File: src/rtl/conv_inbuf_if.sv
// rtl/conv_inbuf_if.sv - activation write / bit-plane stream bundle for conv_inbuf
interface conv_inbuf_if #(
  parameter int input_size    = 201,
  parameter int xbar_size     = 256,
  parameter int datatype_size = 8,
  parameter int v_cim_tiles   = (input_size + xbar_size - 1) / xbar_size
);
  logic                                       i_we;
  logic [$clog2(input_size)-1:0]              i_addr;
  logic [datatype_size-1:0]                   i_data;
  logic                                       i_start;
  logic                                       o_busy;
  logic [v_cim_tiles-1:0][xbar_size-1:0]      o_plane;
  logic                                       o_plane_valid;
  logic [$clog2(datatype_size)-1:0]           o_plane_idx;
  logic                                       o_plane_last;
  logic                                       i_xbar_done;
  logic                                       o_err;

  // Producer / crossbar side
  modport master (
    output i_we, i_addr, i_data, i_start, i_xbar_done,
    input  o_busy, o_plane, o_plane_valid, o_plane_idx, o_plane_last, o_err
  );

  // Buffer side
  modport slave (
    input  i_we, i_addr, i_data, i_start, i_xbar_done,
    output o_busy, o_plane, o_plane_valid, o_plane_idx, o_plane_last, o_err
  );
endinterface

File: src/rtl/conv_inbuf.sv
// rtl/conv_inbuf.sv - input vector buffer streaming LSB-first bit planes to CIM tiles (option: CONV_INBUF_CLEAR_EN)
module conv_inbuf #(
  parameter int input_size    = 201,
  parameter int xbar_size     = 256,
  parameter int datatype_size = 8,
  parameter int v_cim_tiles   = (input_size + xbar_size - 1) / xbar_size
) (
  input  logic          clk,
  input  logic          rst,
  conv_inbuf_if.slave   bus
);

  localparam int AW = $clog2(input_size);
  localparam int IW = $clog2(datatype_size);
  localparam logic [IW-1:0] LAST_IDX = IW'(datatype_size - 1);

  typedef enum logic [1:0] {S_IDLE, S_STREAM, S_WAIT} state_t;

  state_t                                 state;
  logic [datatype_size-1:0]               mem [input_size];
  logic                                   busy_q;
  logic                                   valid_q;
  logic                                   last_q;
  logic                                   err_q;
  logic [IW-1:0]                          idx_q;
  logic [v_cim_tiles-1:0][xbar_size-1:0]  plane_q;

  logic                                   addr_ok;
  logic                                   wr_en;
  logic                                   err_set;
  logic [IW-1:0]                          k_next;
  logic [v_cim_tiles-1:0][xbar_size-1:0]  plane_next;

  // One extra bit so input_size itself is representable in the compare
  assign addr_ok = ({1'b0, bus.i_addr} < (AW+1)'(input_size));
  assign wr_en   = (state == S_IDLE) && bus.i_we && addr_ok;
  assign err_set = ((state == S_IDLE) && bus.i_we && !addr_ok) ||
                   ((state != S_IDLE) && (bus.i_we || bus.i_start));

  // Plane index that will be registered at the coming edge
  assign k_next = (state == S_STREAM) ? idx_q + 1'b1 : '0;

  // Next bit plane; a write in the start cycle is forwarded so it joins the vector
  always_comb begin
    logic [datatype_size-1:0] elem;
    plane_next = '0;
    for (int e = 0; e < input_size; e++) begin
      elem = mem[e];
      if (wr_en && (bus.i_addr == AW'(e)))
        elem = bus.i_data;
      plane_next[e / xbar_size][e % xbar_size] = elem[k_next];
    end
  end

  // Element storage: producer writes while idle, optional wipe on release
  always_ff @(posedge clk or posedge rst) begin
    if (rst) begin
      for (int i = 0; i < input_size; i++)
        mem[i] <= '0;
    end else begin
`ifdef CONV_INBUF_CLEAR_EN
      if ((state == S_WAIT) && bus.i_xbar_done) begin
        for (int i = 0; i < input_size; i++)
          mem[i] <= '0;
      end else if (wr_en) begin
        mem[bus.i_addr] <= bus.i_data;
      end
`else
      if (wr_en)
        mem[bus.i_addr] <= bus.i_data;
`endif
    end
  end

  // Control FSM with registered plane outputs and sticky error flag
  always_ff @(posedge clk or posedge rst) begin
    if (rst) begin
      state   <= S_IDLE;
      busy_q  <= 1'b0;
      valid_q <= 1'b0;
      last_q  <= 1'b0;
      err_q   <= 1'b0;
      idx_q   <= '0;
      plane_q <= '0;
    end else begin
      if (err_set)
        err_q <= 1'b1;
      case (state)
        S_IDLE: begin
          if (bus.i_start) begin
            state   <= S_STREAM;
            busy_q  <= 1'b1;
            valid_q <= 1'b1;
            idx_q   <= '0;
            last_q  <= (LAST_IDX == '0);
            plane_q <= plane_next;
          end
        end
        S_STREAM: begin
          if (idx_q == LAST_IDX) begin
            state   <= S_WAIT;
            valid_q <= 1'b0;
            last_q  <= 1'b0;
            idx_q   <= '0;
            plane_q <= '0;
          end else begin
            idx_q   <= k_next;
            last_q  <= (k_next == LAST_IDX);
            plane_q <= plane_next;
          end
        end
        S_WAIT: begin
          if (bus.i_xbar_done) begin
            state  <= S_IDLE;
            busy_q <= 1'b0;
          end
        end
        default: state <= S_IDLE;
      endcase
    end
  end

  assign bus.o_busy        = busy_q;
  assign bus.o_plane_valid = valid_q;
  assign bus.o_plane_last  = last_q;
  assign bus.o_plane_idx   = idx_q;
  assign bus.o_plane       = plane_q;
  assign bus.o_err         = err_q;

endmodule

File: src/flat_wrapper.sv
// flat-port wrapper written by rule: the top's interface ports become plain ports
module conv_inbuf_flat 
#(
  parameter int input_size    = 201,
  parameter int xbar_size     = 256,
  parameter int datatype_size = 8,
  parameter int v_cim_tiles   = (input_size + xbar_size - 1) / xbar_size
)
  (clk, rst, bus_i_we, bus_i_addr, bus_i_data, bus_i_start, bus_i_xbar_done, bus_o_busy, bus_o_plane, bus_o_plane_valid, bus_o_plane_idx, bus_o_plane_last, bus_o_err);
  conv_inbuf_if #(.input_size(input_size), .xbar_size(xbar_size), .datatype_size(datatype_size), .v_cim_tiles(v_cim_tiles)) bus_i ();
  input  logic clk;
  input  logic rst;
  input wire logic [$bits(bus_i.i_we)-1:0] bus_i_we;
  input wire logic [$bits(bus_i.i_addr)-1:0] bus_i_addr;
  input wire logic [$bits(bus_i.i_data)-1:0] bus_i_data;
  input wire logic [$bits(bus_i.i_start)-1:0] bus_i_start;
  input wire logic [$bits(bus_i.i_xbar_done)-1:0] bus_i_xbar_done;
  output wire logic [$bits(bus_i.o_busy)-1:0] bus_o_busy;
  output wire logic [$bits(bus_i.o_plane)-1:0] bus_o_plane;
  output wire logic [$bits(bus_i.o_plane_valid)-1:0] bus_o_plane_valid;
  output wire logic [$bits(bus_i.o_plane_idx)-1:0] bus_o_plane_idx;
  output wire logic [$bits(bus_i.o_plane_last)-1:0] bus_o_plane_last;
  output wire logic [$bits(bus_i.o_err)-1:0] bus_o_err;
  assign bus_i.i_we = bus_i_we;
  assign bus_i.i_addr = bus_i_addr;
  assign bus_i.i_data = bus_i_data;
  assign bus_i.i_start = bus_i_start;
  assign bus_i.i_xbar_done = bus_i_xbar_done;
  assign bus_o_busy = bus_i.o_busy;
  assign bus_o_plane = bus_i.o_plane;
  assign bus_o_plane_valid = bus_i.o_plane_valid;
  assign bus_o_plane_idx = bus_i.o_plane_idx;
  assign bus_o_plane_last = bus_i.o_plane_last;
  assign bus_o_err = bus_i.o_err;
  conv_inbuf #(.input_size(input_size), .xbar_size(xbar_size), .datatype_size(datatype_size), .v_cim_tiles(v_cim_tiles)) u_core (.clk(clk), .rst(rst), .bus(bus_i));
endmodule
File: config.mk
export PLATFORM = sky130hd
export DESIGN_NAME = conv_inbuf_flat
export DESIGN_NICKNAME = d
export VERILOG_FILES = /design/src/rtl/conv_inbuf_if.sv /design/src/rtl/conv_inbuf.sv /design/src/flat_wrapper.sv
export SDC_FILE = /design/constraint.sdc
export NUM_CORES = 2
export LEC_CHECK = 0
export ABC_AREA = 1
export BUFFER_PORTS_ARGS = -buffer_cell sky130_fd_sc_hd__buf_2
export CAP_MARGIN = 20
export CORE_AREA = 2 2 464 466
export CTS_CLUSTER_DIAMETER = 150
export DETAILED_ROUTE_END_ITERATION = 7
export DIE_AREA = 0 0 466 468
export GPL_ROUTABILITY_DRIVEN = 0
export GPL_TIMING_DRIVEN = 1
export SLEW_MARGIN = 15
export SYNTH_ARGS = -nofsm -noshare
export SYNTH_HDL_FRONTEND = slang
export SYNTH_SLANG_ARGS = --single-unit
export TNS_END_PERCENT = 5
File: constraint.sdc
create_clock -name clk -period 74.8 [get_ports clk]
set_clock_uncertainty 0.15 [all_clocks]
set_input_delay 14.96 -clock clk [delete_from_list [all_inputs] [get_ports clk]]
set_output_delay 14.96 -clock clk [all_outputs]
set_load 0.05 [all_outputs]
==> out/qor.txt <==
Setup TNS - 0 ns
Pwr Density - 39.0 nW/um^2
Cell variety after synth - 26
detail-routed via count per cell - 6.17
Hold Crit Class - reg2reg
syn_area_per_cell - 7.78 sq um
metal1 wirelength - 141000 um
Final setup viols - 0
clock root cell - clkbuf_16
Crit Path Max Fanout - 176
synthesized cell area - 95300 sq um
Core Area - 213000 sq um
share of cells above drive strength 1 - 7.94%
status - finished, violations left
fmax - 49.3 MHz
worst slew pin tran - 1.33 ns
WP data required - 75.39 ns
Placed Instance Area - 97200 sq um
Post-Route WL - 338000 um
final core utilization - 48.8%
failing checks - design-rule violations
Seq/Total Area, Yosys - 47.7%
LEAKAGE - 53.6 nW
design area - 104000 sq um
initial core utilization - 44.7%
Placed Instances - 14.5k
critical path class - in2reg
hold_sp - u_core.mem[664]
DR top layer - met5
max cap viols - 0
Synth Warn # - 0
post-synth top area cell - dfrtp_1
Rel. slew slack - 11.3%
initial antenna violation count - 8
WP data arrival - 20.89 ns
Max clock buf depth - 3
top_reg_cell synth - dfrtp_1
Power Total - 4.05 mW
H-tree Lvls - 4
number of I/O pins - 284
number of routed nets with antenna violations - 0
critical path capture point type - flop
largest cells by area after synthesis - dfrtp_1, nand3_1, nand2_1, nand4_1, and2_1
full die area - 218000 sq um
via count - 91.8k
clk slew on worst S/H paths - 0.06 ns
drt pass-1 iters - 8
total congestion overflow - 0
DRC viols - 18
cell with the most instances after synthesis - nand2_1
met3 WL post-DR - 29700 um
Die X - 466 um
post-DR wirelength/cell - 22.7 um
ys async rst share - 100%
vias in the first global route - 88.7k
CP Launch Type - input pin
R2R setup slack - 68.02 ns
Hold WS - 0.313 ns
worst flop-to-flop path startpoint - u_core.state[1]
CTS Buf Count - 205
DRT iter0 DRCs - 11.1k
R2R Path End - u_core.bus.o_plane[80]
DIE HEIGHT - 468 um
# Post-CTS Setup Buffers - 0
pre-CTS setup slack - 53.91 ns
Post-synth EDFFs - 0
hold buffers post-CTS - 0
Global Route Usage Sum - 30.4%
metal2 WL - 153000 um
top cells by count, synth - nand2_1, nand3_1, dfrtp_1, nand4_1, inv_1
Slew Viols, Final - 0
Worst VDD drop - 50.0 uV
largest net degree at the start of global routing - 203
CTS Sinks - 1818
Buffers on Ports - 228
Final Cycle Share - 27.1%
Worst Slack Setup Final - 54.50 ns
CTS tree - done
top cell type's share of synthesized area - 47.7%
Yosys reg bits - 1818
post-layout min period - 20.30 ns
Post-Layout Cell Count - 14.9k
post-CTS sizing - 0
Clock Latency Late Sink - 0.87 ns
worst hold stages - 2
FP Rows - 170
Nets - 11.9k
RSZ-0062 raised after global routing - no
Worst Hold Path EP - u_core.mem[664]
Synth Instances - 12.3k
Layout area overhead - 9.09%
hpwl dp - 174000 um
Final Hold Viols - 0
R2R cell count - 15
first-pass GRT wire length - 523000 um
-- flip-flops by register name (all words and copies together) (netlist names) --
name                      count
u_core.bus.o_plane_last       1
u_core.state                  2
u_core.bus.o_plane_idx        3
u_core.bus.o_plane          201
u_core.bus.o_err              1
u_core.mem                 1608
u_core.bus.o_plane_valid      1
u_core.bus.o_busy             1
-- area by class of cell --
type / count / area [sq um]
clock buffer: 313 / 6170
sequential: 1818 / 45500
clock inverter: 59 / 608
antenna: 3 / 7.51
fill: 20300 / 109000
multi-input combinational: 8911 / 43500
inverter: 569 / 2210
tap: 2838 / 3550
timing repair buffer: 377 / 2460
-- metal layers --
layer	GRT usage, %	vias to the layer above
met5	0	-
met4	13.0	6
met3	5.16	810
met2	48.3	4328
met1	40.9	45200
li1	-	41400
-- cell usage in the layout, fill, tap and decap left out, drive strengths merged --
cell type,count
and2,536
buf,375
bufinv,7
clkbuf,315
clkinv,50
conb,55
dfrtp,1818
diode,3
ha,2
inv,571
nand2,3400
nand3,3084
nand3b,1
nand4,1608
nor2,217
o21ai,4
o22ai,2
o31ai,1
or2,1
-- critical path: stages --
cell and delay [ns]:
buf_2 0.09, inv_1 0.06, nor2_4 0.10, buf_4 0.65, buf_12 0.62, buf_12 0.68, buf_4 0.84, buf_4 0.72
buf_4 0.69, nand3_1 0.42, nand2_1 0.20, nand3_1 0.08, nand3_1 0.11, nand3_1 0.12, nand3_1 0.13, nand2_1 0.07
-- how the worst max path moves through the flow --
stage | end | slack, ns | start
after CTS | u_core.bus.o_plane[80] | 54.82 | bus_i_we
after floorplan | u_core.bus.o_busy | 8.36 | rst
after global placement | u_core.bus.o_plane[80] | 54.00 | bus_i_we
final | u_core.bus.o_plane[80] | 54.50 | bus_i_we
after global routing | u_core.bus.o_plane[80] | 54.22 | bus_i_we
after detailed placement | u_core.bus.o_plane[87] | 53.91 | bus_i_we
-- report_power, final --
group,internal [mW],total (mW),leakage [nW],switching [mW]
logic,0.488,1.91,28.0,1.42
clock network,0.591,1.02,3.38,0.432
registers,1.07,1.12,22.2,0.0492
total,2.15,4.05,53.6,1.90
-- cells by family after synthesis --
group                    count (synthesis)  synth area share, %
flip-flops                            1818                 47.7
buffers and inverters                 1581                 6.93
AND/OR/NAND/NOR                       8847                 45.3
other                                    1              0.00393
AO/OA/AOI/OAI                            7               0.0420
adder cells (fa/ha/maj)                  2               0.0262
Note: power is estimated with default switching activity, not from simulation.
